File: src/rtl/risc_pkg.sv
// Shared constants, arbiter state type and tie-break helper for the RISC core memory system.
// The arbiter and its testbench both import this package.
package risc_pkg;

    localparam int ADDR_W    = 9;
    localparam int DATA_W    = 16;
    localparam int RAM_WORDS = 256;

    localparam logic [ADDR_W-1:0] SW_ADDR   = 9'h140;
    localparam logic [ADDR_W-1:0] LEDR_ADDR = 9'h100;

    typedef enum logic [1:0] {
        ARB_IDLE   = 2'd0,
        ARB_ACCESS = 2'd1,
        ARB_RDATA  = 2'd2
    } arb_state_t;

    // A lone requester always wins; on a tie the port that was not served last wins.
    function automatic logic pick_winner(input logic [1:0] req, input logic last);
        if (req == 2'b10) return 1'b1;
        if (req == 2'b01) return 1'b0;
        return ~last;
    endfunction

endpackage

File: src/rtl/ram_sp.sv
// Synchronous single-port RAM with a registered, read-before-write output.
// Contents have no reset; o_q holds its value while i_en is low.
module ram_sp #(
    parameter int DATA_W = 16,
    parameter int DEPTH  = 256,
    localparam int AW    = $clog2(DEPTH)
) (
    input  logic              clk,
    input  logic              i_en,
    input  logic              i_we,
    input  logic [AW-1:0]     i_addr,
    input  logic [DATA_W-1:0] i_wdata,
    output logic [DATA_W-1:0] o_q
);

    logic [DATA_W-1:0] r_mem [DEPTH];

    always_ff @(posedge clk) begin
        if (i_en) begin
            if (i_we) begin
                r_mem[i_addr] <= i_wdata;
            end
            o_q <= r_mem[i_addr];
        end
    end

endmodule

File: src/rtl/mem_arbiter.sv
// Round-robin arbiter sharing the single-port RAM and memory-mapped I/O between CPU (port 0) and loader (port 1).
// gnt one cycle after req is sampled, rvalid one cycle later; requesters hold req until gnt.
module mem_arbiter #(
    parameter int                     ADDR_W    = risc_pkg::ADDR_W,
    parameter int                     DATA_W    = risc_pkg::DATA_W,
    parameter int                     RAM_WORDS = risc_pkg::RAM_WORDS,
    parameter logic [ADDR_W-1:0]      SW_ADDR   = risc_pkg::SW_ADDR,
    parameter logic [ADDR_W-1:0]      LEDR_ADDR = risc_pkg::LEDR_ADDR
) (
    input  logic              clk,
    input  logic              rst_n,
    input  logic [1:0]        req,
    input  logic [1:0]        we,
    input  logic [ADDR_W-1:0] addr0,
    input  logic [ADDR_W-1:0] addr1,
    input  logic [DATA_W-1:0] wdata0,
    input  logic [DATA_W-1:0] wdata1,
    output logic [1:0]        gnt,
    output logic [1:0]        rvalid,
    output logic [DATA_W-1:0] rdata,
    input  logic [7:0]        sw,
    output logic [7:0]        ledr
);

    import risc_pkg::*;

    localparam int RAM_AW = $clog2(RAM_WORDS);

    arb_state_t        r_state;
    arb_state_t        w_state_nxt;
    logic              r_sel;
    logic              r_last;
    logic              r_we;
    logic [ADDR_W-1:0] r_addr;
    logic [DATA_W-1:0] r_wdata;
    logic [7:0]        r_ledr;

    logic              w_win;
    logic              w_accept;
    logic              w_ram_hit;
    logic              w_ram_en;
    logic              w_ram_we;
    logic [DATA_W-1:0] w_ram_q;
    logic [DATA_W-1:0] w_rd_mux;

    assign w_win     = pick_winner(req, r_last);
    assign w_accept  = (r_state == ARB_IDLE) && (|req);
    // Extra top bit keeps the compare correct even when RAM_WORDS == 2**ADDR_W.
    assign w_ram_hit = ({1'b0, r_addr} < (ADDR_W + 1)'(RAM_WORDS));
    assign w_ram_en  = (r_state == ARB_ACCESS);
    assign w_ram_we  = w_ram_en && r_we && w_ram_hit;
    assign ledr      = r_ledr;

    always_comb begin
        w_rd_mux = '0;
        if (w_ram_hit) begin
            w_rd_mux = w_ram_q;
        end else if (r_addr == SW_ADDR) begin
            w_rd_mux = {{(DATA_W - 8){1'b0}}, sw};
        end
    end

    always_ff @(posedge clk or negedge rst_n) begin
        if (!rst_n) begin
            r_state <= ARB_IDLE;
        end else begin
            r_state <= w_state_nxt;
        end
    end

    always_comb begin
        w_state_nxt = r_state;
        gnt         = 2'b00;
        rvalid      = 2'b00;
        rdata       = '0;
        case (r_state)
            ARB_IDLE: begin
                if (|req) begin
                    w_state_nxt = ARB_ACCESS;
                end
            end
            ARB_ACCESS: begin
                gnt[r_sel]  = 1'b1;
                w_state_nxt = r_we ? ARB_IDLE : ARB_RDATA;
            end
            ARB_RDATA: begin
                rvalid[r_sel] = 1'b1;
                rdata         = w_rd_mux;
                w_state_nxt   = ARB_IDLE;
            end
            default: begin
                w_state_nxt = ARB_IDLE;
            end
        endcase
    end

    // The request is captured once in IDLE; later req/addr changes cannot disturb it.
    always_ff @(posedge clk or negedge rst_n) begin
        if (!rst_n) begin
            r_sel   <= 1'b0;
            r_we    <= 1'b0;
            r_addr  <= '0;
            r_wdata <= '0;
        end else if (w_accept) begin
            r_sel   <= w_win;
            r_we    <= w_win ? we[1] : we[0];
            r_addr  <= w_win ? addr1 : addr0;
            r_wdata <= w_win ? wdata1 : wdata0;
        end
    end

    // last resets to 1 so that port 0 wins the first tie.
    always_ff @(posedge clk or negedge rst_n) begin
        if (!rst_n) begin
            r_last <= 1'b1;
            r_ledr <= 8'h00;
        end else if (r_state == ARB_ACCESS) begin
            r_last <= r_sel;
            if (r_we && (r_addr == LEDR_ADDR)) begin
                r_ledr <= r_wdata[7:0];
            end
        end
    end

    ram_sp #(
        .DATA_W (DATA_W),
        .DEPTH  (RAM_WORDS)
    ) u_ram (
        .clk     (clk),
        .i_en    (w_ram_en),
        .i_we    (w_ram_we),
        .i_addr  (r_addr[RAM_AW-1:0]),
        .i_wdata (r_wdata),
        .o_q     (w_ram_q)
    );

    a_gnt_onehot0: assert property (@(posedge clk) disable iff (!rst_n) $onehot0(gnt));
    a_rvalid_onehot0: assert property (@(posedge clk) disable iff (!rst_n) $onehot0(rvalid));
    a_gnt_rvalid_excl: assert property (@(posedge clk) disable iff (!rst_n) !((|gnt) && (|rvalid)));

endmodule

File: config.mk
export PLATFORM = sky130hd
export DESIGN_NAME = mem_arbiter
export DESIGN_NICKNAME = d
export VERILOG_FILES = /design/src/rtl/risc_pkg.sv /design/src/rtl/ram_sp.sv /design/src/rtl/mem_arbiter.sv
export SDC_FILE = /design/constraint.sdc
export NUM_CORES = 2
export LEC_CHECK = 0
export CAP_MARGIN = 10
export CORE_MARGIN = 2
export CORE_UTILIZATION = 39
export CTS_BUF_LIST = sky130_fd_sc_hd__clkbuf_8 sky130_fd_sc_hd__clkbuf_16
export DETAILED_ROUTE_END_ITERATION = 10
export PLACE_DENSITY = 0.58
export SLEW_MARGIN = 10
export SYNTH_ARGS = -nofsm -noshare
export SYNTH_HDL_FRONTEND = slang
export SYNTH_HIERARCHICAL = 1
export SYNTH_SLANG_ARGS = --single-unit
File: constraint.sdc
create_clock -name clk -period 4.3 [get_ports clk]
set_clock_uncertainty 0.2 [all_clocks]
set_input_delay 0.43 -clock clk [delete_from_list [all_inputs] [get_ports clk]]
set_output_delay 0.43 -clock clk [all_outputs]
set_load 0.05 [all_outputs]
# ---- After elaboration in Yosys (flattened, before gate mapping)
# Memory sizes are Yosys's and may differ from the RTL's. A register that Yosys moved wholly into a read port is not among the register bits.
# Index checks and enable logic that the tools add are counted.
dict set report totals {
  reg_bits 38
  latchBits 0
  mem_bits_rw 4096
  romBits 0
  inputBits 64
  output_inout_bits 28
  elab_cells 50
  mem_count 1
}
dict set report op_classes {
  addsub 0
  multipliers 0
  div_mod_pow 0
  magnitude_cmp 3
  n_eq_ne 7
  shift 0
  n_mux 23
  n_bitwise 1
  n_reduce_logical 8
}
# memory words word_bits rd rd_clocked_by_memory_dff write_ports line_no
set mem_list {}
lappend mem_list {u_ram.r_mem 256 16 1 1 1 ram_sp.sv:16} ;# logic [DATA_W-1:0] r_mem [DEPTH];
# cell count
set ops {}
lappend ops {{16-bit 2-to-1 mux} 3}
lappend ops {{9-bit == test (second input constant)} 2}
lappend ops {{1-bit 2-to-1 mux} 12}
lappend ops {{9-bit < comparator (second input constant)} 1}
lappend ops {{9-bit 2-to-1 mux} 1}
lappend ops {{2-bit 2-to-1 mux} 4}
lappend ops {{8-bit 2-to-1 mux} 1}
lappend ops {{1-bit logical AND} 5}
lappend ops {{2-bit by 1-bit == test with 1-bit output (second input constant)} 2}
lappend ops {{2-bit == test (second input constant)} 2}
lappend ops {{2-bit case mux with 2 select lines} 1}
lappend ops {{2-bit logical NOT} 1}
lappend ops {{1-bit by 2-bit < comparator with 1-bit output (second input constant)} 1}
lappend ops {{2-bit by 1-bit inequality test with 1-bit output (second input constant)} 1}
lappend ops {{2-bit AND reduction} 1}
lappend ops {{2-bit OR reduction} 1}
lappend ops {{1-bit demux with 1-bit select} 1}
lappend ops {{1-bit >= comparator (second input constant)} 1}
lappend ops {{1-bit inverter} 1}

# ---- Depth between registers and ports, before layout
dict set report logic_depth {
  word_depth 6
  ltp_mapped 8
  ltp_nobuf 6
}

# ---- Cells and area by module
# Netlist, hierarchy kept.
# mod n_inst cells_per_inst area_per_inst_um2 seq_area_each_um2
set modules_own_cells {}
lappend modules_own_cells {ram_sp 1 6704 155241.4 123478.4}
lappend modules_own_cells {mem_arbiter 1 219 2165.8 952.2}

# ---- Worst setup path before layout
# No wires, ideal clock.
dict set report synth_timing {
  kind {register -> register}
  from {register r_wdata[0]}
  to {memory u_ram.r_mem[0][0], data pin}
  setup_time_ns 0.806
  t_arrival_ns 3.193
  required_time_ns 3.294
  setup_slack_ns 0.101
  path_stages_with_launch 1
  path_buffers 0
  synth_period_minus_slack_ns 4.199
  path_cell_list {dfrtp_1}
}
# element line_no
set synth_lines {}
lappend synth_lines {{from (decl)} mem_arbiter.sv:35} ;# logic [DATA_W-1:0] r_wdata;
lappend synth_lines {{from (signal assigned)} mem_arbiter.sv:108} ;# r_wdata <= w_win ? wdata1 : wdata0;
lappend synth_lines {{to (decl)} ram_sp.sv:16}
# Straight into the memory's write port.

==> results.md <==
* Outcome: complete, no violations
* Clock root buffer: clkbuf_16
* Area growth syn-to-layout at 17.2%
* R2r setup slk at 0.12 ns
* Synthesized instance count at 6923
* Final #Nets at 7845
* Most frequent cell after synthesis: edfxtp_1
* Tot GR Track Use at 0.208
* Layout cells sized above 1 at 0.300
* Design Area, Final at 184000 sq um
* Non-Filler Instances at 13400
* Clock slew at reported path FFs at 0.07 ns
* Fraction of registers with async set or reset after synthesis at 0.00916
* Vias per cell at 5.88
* Clk buf depth at 4
* Worst EP required at 4.77 ns
* Worst vdd ir at 583 uV
* Clock sink total at 4150
* RSZ-0062 raised after global routing: no
* Setup tns final at 0 ns
* Detailed placement HPWL at 260 mm
* Largest area contributor in the synthesized netlist: edfxtp_1
* Synth top cells by count: 4112 x edfxtp_1, 1024 x mux4_2, 512 x a22oi_1, 294 x clkbuf_1, 269 x nor2_1
* Die height at 639 um
* WHS at 0.184 ns
* Post-synth top area share at 0.784
* Combined area of the multi-input logic cells at 31600 sq um
* Slew Limit Fails at 0
* Setup WS post-layout at 0.117 ns
* EDFF count, synth at 4112
* Setup-failing EPs final at 0
* Worst path arrival time at 4.65 ns
* Power Total at 123 mW
* Starting Density at 0.391
* Final Hold Fails at 0
* Cts bufs inserted at 416
* Starting DRT DRC Count at 9941
* Worst Hold Class: in2reg
* Max-Cap Viols at 0
* Post-synth cell types at 36
* Slew @ Worst Pin at 1.31 ns
* FMAX at 239 MHz
* Syn Area/Cell at 22.7 sq um
* Register area share after synthesis at 0.791
* Core Area at 402000 sq um
* 1st-pass router iterations at 5
* Largest net degree at the start of global routing at 141
* Via count at 79000
* Clock latency on the worst-skew pair at 0.96 ns
* WS Path Type: reg2reg
* FP Rows at 233
* CTS H-tree lvls at 5
* Final period utilization at 0.973
* Final wirelength at 434 mm
* Vias in the first global route at 78900
* Minimum clock period at 4.18 ns
* Sequential Area at 124000 sq um
* Synth Register Bits at 4150
* Port buffer count at 91
* Initial antenna violation count at 16
* First-pass GRT wire length at 609 mm
* GP Congestion at 0.829
* DP Area at 171000 sq um
* Crit. End Element: flop
* CTS tree: yes
* Relative slew slack at 0.128
* Fill cell count at 33200
* IO Pins at 92
* Mapped Area at 157000 sq um
* Synth area leaders: edfxtp_1 78%, mux4_2 15%, a22oi_1 2.4%
* GRT Residual Overflow at 0
* Die Footprint at 409000 sq um
* Leak at 57.6 nW
* Number of remaining DRC errors at 0
* WL per Instance at 32.3 um
* Worst slack at placement at -0.410 ns
* Placed Cells at 12600
* Startpoint types: flop
* Syn Nets at 6987
* Ys flop type: edfxtp_1
* Largest fanout on the critical path at 22
* Core Util, Final at 0.458
* YS warnings at 6
* Die Width at 639 um
* P per Cell Area at 669 nW/um^2
* Routed Antenna Nets at 0
registers in the layout (all words and copies together), names as in the netlist:
name / cells
u_ram/r_mem: 4096
r_wdata: 16
u_ram/o_q: 16
r_addr: 9
ledr: 8
r_state: 2
r_last: 1
r_sel: 1
r_we: 1
logic make-up (layout without fill, tap and decap cells):
group	count (synthesis)	count (layout)	synth area share
flops	4150	4150	0.791
buf+inv	445	1643	0.0117
other cells	0	10	0
compound gates	921	921	0.0404
simple gates	375	375	0.0101
mux	1032	1032	0.147
placed cells by master, fill, tap and decap left out, types with 18 or more instances in the layout:
cell and count:
a22oi_1 512, clkinv_2 66, a21oi_1 256, nand3_1 29
inv_1 85, dfrtp_1 19, buf_12 121, clkdlybuf4s50_1 82
buf_4 620, o41ai_1 23, o41ai_2 37, bufinv_16 33
clkbuf_16 419, mux4_2 1024, nor2_1 264, clkinv_1 111
dfrtp_4 18, edfxtp_1 4112, o2111ai_1 52, dlygate4sd3_1 54
o21ai_0 26
path summary, 6_finish.rpt:
kind	depth (start not counted)	start	to
min	4	req[1]	r_sel
max reg2reg	8	r_addr[0]	u_ram/o_q[11]
max in group asynchronous	4	rst_n	r_wdata[8]
min in group asynchronous	3	rst_n	r_last
min reg2reg	1	r_we	r_state[1]
max	8	r_addr[0]	u_ram/o_q[11]
metal layers:
layer  vias up  global-route usage  wire [um]
met1     42900               0.297     176000
met4         4              0.0616      13700
met2      3844               0.328     206000
met3       622              0.0385      38700
li1      31600                   -          -
met5         -                   0         34
layout make-up:
class,count,share of cell area
flip-flops and latches,4150,0.675
multi-input cells,2328,0.171
clock buffers,421,0.0570
repair buffers,879,0.0458
well taps,5287,0.0359
clock inverters,337,0.0145
diodes,10,0.000136
inverters,6,0.000122
where the power goes:
| part | leakage, nW | internal, mW | total, mW | switching [mW] |
|---|---|---|---|---|
| Sequential | 37.7 | 50.5 | 52.8 | 2.30 |
| Clock | 6.74 | 19.7 | 35.1 | 15.4 |
| Combinational | 13.2 | 13.5 | 35.4 | 21.9 |
timing repair:
action	in CTS	in global routing
hold buffers	55	0
endpoints found under the hold margin	64	0
pin swaps	1	0
buffers inserted	3	1
setup endpoints to repair	21	6
resized for setup	8	4
worst max-delay path, stage by stage (launching register included):
cell	delay [ns]
dfrtp_4	0.53
buf_12	0.30
buf_12	0.27
buf_4	0.43
mux4_2	0.56
a22oi_1	0.32
a21oi_1	0.20
o41ai_4	0.79
nand4_1	0.15
Power figures use the tool's default switching activity.
